`src/rtl/fmc150_spi_pkg.sv`:
```
// Shared definitions for the FMC150 SPI arbiter: FSM states, datapath widths, nbits clamp.
// Readback is built only when FMC150_SPI_ARB_RDBACK_EN is defined.
package fmc150_spi_pkg;

   localparam int unsigned DATA_W  = 32;
   localparam int unsigned NBITS_W = 6;

   typedef enum logic [2:0] {
      ST_IDLE,
      ST_SETUP,
      ST_SHIFT,
      ST_HOLD,
      ST_GAP
   } state_t;

   // 0 and anything above 32 both mean a full 32-bit frame.
   function automatic logic [NBITS_W-1:0] clamp_nbits(input logic [NBITS_W-1:0] n);
      if (n == '0 || n > NBITS_W'(DATA_W)) return NBITS_W'(DATA_W);
      return n;
   endfunction

endpackage

```
`src/rtl/fmc150_spi_shifter.sv`:
```
// SCLK divider, bit counter and sdo/sdi shift registers for one SPI frame.
// The sdi capture register exists only when FMC150_SPI_ARB_RDBACK_EN is defined.
module fmc150_spi_shifter
   import fmc150_spi_pkg::*;
#(
   parameter int unsigned CLKDIV = 4
) (
   input  logic               clk_i,
   input  logic               rst_ni,
   input  logic               load_i,
   input  logic               run_i,
   input  logic               shift_i,
   input  logic [DATA_W-1:0]  data_i,
   input  logic [NBITS_W-1:0] nbits_i,
   input  logic               sdi_i,
   output logic               tick_o,
   output logic               last_o,
   output logic               sclk_o,
   output logic               sdo_o,
   output logic [DATA_W-1:0]  rdata_o
);

   localparam int unsigned DIV_W = $clog2(CLKDIV);

   logic [DIV_W-1:0]   div_q;
   logic               phase_q;
   logic               sclk_q;
   logic               sdo_q;
   logic [NBITS_W-1:0] left_q;
   logic [DATA_W-1:0]  sr_q;
   logic [DATA_W-1:0]  aligned;

   // Frame is MSB-aligned so the next bit to send is always sr_q[DATA_W-1].
   assign aligned = data_i << (NBITS_W'(DATA_W) - nbits_i);
   assign tick_o  = (div_q == DIV_W'(CLKDIV - 1));
   assign last_o  = shift_i && tick_o && phase_q && (left_q == '0);
   assign sclk_o  = sclk_q;
   assign sdo_o   = sdo_q;

   always_ff @(posedge clk_i) begin
      if (!rst_ni) begin
         div_q   <= '0;
         phase_q <= 1'b0;
         sclk_q  <= 1'b0;
         sdo_q   <= 1'b0;
         left_q  <= '0;
         sr_q    <= '0;
      end else if (load_i) begin
         div_q   <= '0;
         phase_q <= 1'b0;
         sclk_q  <= 1'b0;
         sdo_q   <= aligned[DATA_W-1];
         left_q  <= nbits_i - NBITS_W'(1);
         sr_q    <= aligned;
      end else if (!run_i) begin
         div_q   <= '0;
         phase_q <= 1'b0;
         sclk_q  <= 1'b0;
         sdo_q   <= 1'b0;
      end else if (!tick_o) begin
         div_q <= div_q + DIV_W'(1);
      end else begin
         div_q <= '0;
         if (shift_i) begin
            if (!phase_q) begin
               phase_q <= 1'b1;
               sclk_q  <= 1'b1;
            end else begin
               phase_q <= 1'b0;
               sclk_q  <= 1'b0;
               if (left_q == '0) begin
                  sdo_q <= 1'b0;
               end else begin
                  left_q <= left_q - NBITS_W'(1);
                  sr_q   <= sr_q << 1;
                  sdo_q  <= sr_q[DATA_W-2];
               end
            end
         end
      end
   end

`ifdef FMC150_SPI_ARB_RDBACK_EN
   logic [DATA_W-1:0] cap_q;

   always_ff @(posedge clk_i) begin
      if (!rst_ni) begin
         cap_q <= '0;
      end else if (load_i) begin
         cap_q <= '0;
      end else if (shift_i && tick_o && !phase_q) begin
         cap_q <= {cap_q[DATA_W-2:0], sdi_i};
      end
   end

   assign rdata_o = cap_q;
`else
   logic sdi_unused;
   assign sdi_unused = sdi_i;
   assign rdata_o    = '0;
`endif

endmodule

```
`src/rtl/fmc150_spi_arbiter.sv`:
```
// Round-robin arbiter sharing the FMC150 SPI bus between NREQ clients, one frame at a time.
// Define FMC150_SPI_ARB_RDBACK_EN to return captured sdi bits on rsp_data.
module fmc150_spi_arbiter
   import fmc150_spi_pkg::*;
#(
   parameter int unsigned NREQ   = 2,
   parameter int unsigned CLKDIV = 4,
   parameter int unsigned TGAP   = 8
) (
   input  logic                      CLK,
   input  logic                      RST_N,
   input  logic [NREQ-1:0]           req_valid,
   output logic [NREQ-1:0]           req_ready,
   input  logic [DATA_W*NREQ-1:0]    req_data,
   input  logic [NBITS_W*NREQ-1:0]   req_nbits,
   output logic [NREQ-1:0]           rsp_valid,
   output logic [DATA_W-1:0]         rsp_data,
   output logic                      busy,
   output logic                      spi_sclk,
   output logic                      spi_sdo,
   output logic [NREQ-1:0]           spi_csb,
   input  logic [NREQ-1:0]           spi_sdi
);

   localparam int unsigned G_W   = (NREQ > 1) ? $clog2(NREQ) : 1;
   localparam int unsigned GAP_W = $clog2(TGAP + 1);

   state_t            state_q;
   logic [G_W-1:0]    g_q;
   logic [G_W-1:0]    ptr_q;
   logic [NREQ-1:0]   csb_q;
   logic              busy_q;
   logic [NREQ-1:0]   rsp_valid_q;
   logic [DATA_W-1:0] rsp_data_q;
   logic [GAP_W-1:0]  gap_q;

   logic [G_W-1:0]    grant;
   logic [G_W-1:0]    cand;
   logic [NREQ-1:0]   grant_oh;
   logic              any_req;
   logic              accept;
   logic              tick;
   logic              last;
   logic [DATA_W-1:0] rdata;

   // Scan clients starting just after the last grant; the first valid one wins.
   always_comb begin
      grant   = ptr_q;
      cand    = ptr_q;
      any_req = 1'b0;
      for (int unsigned k = 1; k <= NREQ; k++) begin
         cand = G_W'((32'(ptr_q) + k) % NREQ);
         if (!any_req && req_valid[cand]) begin
            any_req = 1'b1;
            grant   = cand;
         end
      end
      grant_oh = any_req ? (NREQ'(1) << grant) : '0;
   end

   assign accept    = (state_q == ST_IDLE) && any_req;
   assign req_ready = (state_q == ST_IDLE) ? grant_oh : '0;

   fmc150_spi_shifter #(
      .CLKDIV (CLKDIV)
   ) u_shifter (
      .clk_i   (CLK),
      .rst_ni  (RST_N),
      .load_i  (accept),
      .run_i   (state_q == ST_SETUP || state_q == ST_SHIFT || state_q == ST_HOLD),
      .shift_i (state_q == ST_SHIFT),
      .data_i  (req_data[DATA_W*grant +: DATA_W]),
      .nbits_i (clamp_nbits(req_nbits[NBITS_W*grant +: NBITS_W])),
      .sdi_i   (spi_sdi[g_q]),
      .tick_o  (tick),
      .last_o  (last),
      .sclk_o  (spi_sclk),
      .sdo_o   (spi_sdo),
      .rdata_o (rdata)
   );

   always_ff @(posedge CLK) begin
      if (!RST_N) begin
         state_q     <= ST_IDLE;
         g_q         <= '0;
         ptr_q       <= G_W'(NREQ - 1);
         csb_q       <= '1;
         busy_q      <= 1'b0;
         rsp_valid_q <= '0;
         rsp_data_q  <= '0;
         gap_q       <= '0;
      end else begin
         rsp_valid_q <= '0;
         case (state_q)
            ST_IDLE: begin
               if (accept) begin
                  state_q <= ST_SETUP;
                  g_q     <= grant;
                  ptr_q   <= grant;
                  csb_q   <= ~grant_oh;
                  busy_q  <= 1'b1;
               end
            end
            ST_SETUP: if (tick) state_q <= ST_SHIFT;
            ST_SHIFT: if (last) state_q <= ST_HOLD;
            ST_HOLD: begin
               if (tick) begin
                  state_q          <= ST_GAP;
                  csb_q            <= '1;
                  rsp_valid_q[g_q] <= 1'b1;
                  rsp_data_q       <= rdata;
                  gap_q            <= '0;
               end
            end
            ST_GAP: begin
               if (gap_q == GAP_W'(TGAP - 1)) begin
                  state_q <= ST_IDLE;
                  busy_q  <= 1'b0;
               end else begin
                  gap_q <= gap_q + GAP_W'(1);
               end
            end
            default: state_q <= ST_IDLE;
         endcase
      end
   end

   assign spi_csb   = csb_q;
   assign busy      = busy_q;
   assign rsp_valid = rsp_valid_q;
   assign rsp_data  = rsp_data_q;

endmodule

```
`config.mk`:
```
export PLATFORM = sky130hd
export DESIGN_NAME = fmc150_spi_arbiter
export DESIGN_NICKNAME = d
export VERILOG_FILES = /design/src/rtl/fmc150_spi_pkg.sv /design/src/rtl/fmc150_spi_shifter.sv /design/src/rtl/fmc150_spi_arbiter.sv
export SDC_FILE = /design/constraint.sdc
export NUM_CORES = 1
export LEC_CHECK = 0
export CORE_UTILIZATION = 50
export CTS_BUF_LIST = sky130_fd_sc_hd__clkbuf_8
export DETAILED_ROUTE_END_ITERATION = 10
export PLACE_DENSITY = 0.79
export SKIP_LAST_GASP = 1
export SYNTH_ARGS = -nofsm -noshare
export SYNTH_HDL_FRONTEND = slang
export SYNTH_HIERARCHICAL = 1
export SYNTH_SLANG_ARGS = --single-unit
```
`constraint.sdc`:
```
create_clock -name CLK -period 4.58 [get_ports CLK]
set_input_delay 1.374 -clock CLK [delete_from_list [all_inputs] [get_ports CLK]]
set_output_delay 1.374 -clock CLK [all_outputs]
set_load 0.02 [all_outputs]
```
==> reports/metrics.csv <==
metric;value;unit
status;complete, no violations;
WHS;0.449;ns
CP endpoint kind;primary output;
largest net degree at the start of global routing;46;
Syn Area/Cell;8.89;sq um
antenna-violating nets left;0;
Die ar.;13200;sq um
io pins;123;
crit share post-route;0.969;
Post-CTS Resized;0;
number of vias per cell;5.81;
core area;12200;sq um
latest clock arrival within the worst-skew pair;0.35;ns
clock skew;0.00862;ns
Period minus WS final;4.44;ns
initial antenna violation count;0;
Placement Cell Area;7680;sq um
RSZ-0062 raised after global routing;no;
hpwl dp;12.4;mm
synth warn;6;
power per cell area;289;nW/um^2
gr ovfl total;0;
Initial Utilization;0.523;
Net Switching;0.786;mW
root buffer cell;clkbuf_8;
routability cong.;0.859;
number of global-route vias before repair;5533;
Final #Nets;917;
CTS Hold Bufs;0;
drt drc;0;
final hold vios;0;
clock share of power;0.207;
P_int;1.49;mW
H-tree level count;3;
combinational share of power;0.434;
detailed-route wire length per cell;16.1;microns
Crit path required time;3.21;ns
Crit Path Max Fanout;3;
Final Max Slew Viols;0;
diode count;0;
Clock transition at path regs;0.08;ns
Critical Path Start Type;primary input;
Post-CTS Setup Bufs;0;
arrival time worst endpoint;3.06;ns
hold crit path type;reg -> reg;
initial drt markers;445;
final WL;16.1;mm
Core Rows;40;
Clock Sinks;87;
max frequency;0.225;GHz
Post-Syn Instances;718;
Slew headroom;0.185;
Seq pwr share;0.359;
fin area;7850;sq um
Pleak;2.95;nW
Final Non-Filler Cells;1002;
Die Span X;115;microns
worst-margin pin slew;1.22;ns
final setup fails;0;
layout cells sized above 1;0.174;
IO buf count;120;
mapped cell area;6380;sq um
maximum root-to-sink buffer count;2;
via count;5817;
Area Overhead vs Synth;23.0;%
GRT Total Usage;0.250;
first-pass GRT wire length;26.4;mm
max cap viols;0;
WS Path Type;in -> out;
CTS tree;yes;
total CTS buffers;9;
switch share;0.346;
DR pass1 iterations;5;
die height;115;microns
placed cell count;988;
Peak VDD IR;0.159;mV
## critical path, cell delays in order
cell and delay [ns]:
clkdlybuf4s50_1 0.49, buf_4 0.13, inv_1 0.05, a2111oi_2 0.36
clkdlybuf4s50_1 0.67
## per-stage QoR
step / setup slack, ns / setup TNS, ns / utilization / power (mW)
floorplan: 0.128 / 0 / - / 1.53
global placement: 0.0428 / 0 / 0.629 / 1.77
detailed placement: -0.0297 / -0.0297 / 0.629 / 1.80
CTS: 0.125 / 0 / 0.643 / 2.27
global route: 0.0243 / 0 / 0.643 / 2.38
finish: 0.143 / 0 / 0.643 / 2.27
## cell type report
cell class / instances / area [sq um]
flip-flops and latches: 87 / 1740
well taps: 168 / 210
clock inverters: 3 / 12.5
multi-input cells: 563 / 4190
inverters: 12 / 45.0
fillers: 1036 / 4370
clock buffers: 11 / 151
repair buffers: 158 / 1490
## worst paths after layout
check	startpoint	endpoint	slack (ns)	cells after the start
setup / recovery	req_valid[0]	req_ready[0]	0.14	5
hold / removal	u_shifter/div_q[0]	u_shifter/div_q[0]	0.45	1
setup reg to reg	ptr_q	u_shifter/sr_q[12]	1.40	9
hold reg to reg	u_shifter/div_q[0]	u_shifter/div_q[0]	0.45	1
## cells in the final DEF (no fill, tap or decap), drive strengths merged, types with 20 or more instances in the layout
master,instances
mux2,43
a21boi,35
nand2,115
nand3,20
o21ai,32
buf,39
clkdlybuf4s50,119
nor2,47
conb,32
dfxtp,87
mux4,33
mux2i,39
## sequential cells by signal (all words and copies together) (netlist names)
name,count
rsp_data,32
u_shifter/sr_q,31
u_shifter/left_q,6
gap_q,4
state_q,3
rsp_valid,2
spi_csb,2
u_shifter/div_q,2
busy,1
g_q,1
ptr_q,1
u_shifter/sclk_o,1
u_shifter/sdo_o,1
## power groups by stage
stage	clock network (mW)	registers (mW)	logic (mW)
3_5_place_dp	0	0.831	0.966
4_1_cts	0.481	0.814	0.971
2_1_floorplan	0	0.828	0.698
6_report	0.471	0.815	0.985
5_1_grt	0.510	0.819	1.05
3_3_place_gp	0	0.829	0.939
## routing by layer
layer  wire length, microns  vias up  global-route usage
met4                    391        0               0.103
met3                    946       32              0.0332
li1                       -     2772                   -
met5                      0        -                   0
met1                   7030     2777               0.320
met2                   7770      236               0.426
Power figures use the tool's default switching activity.
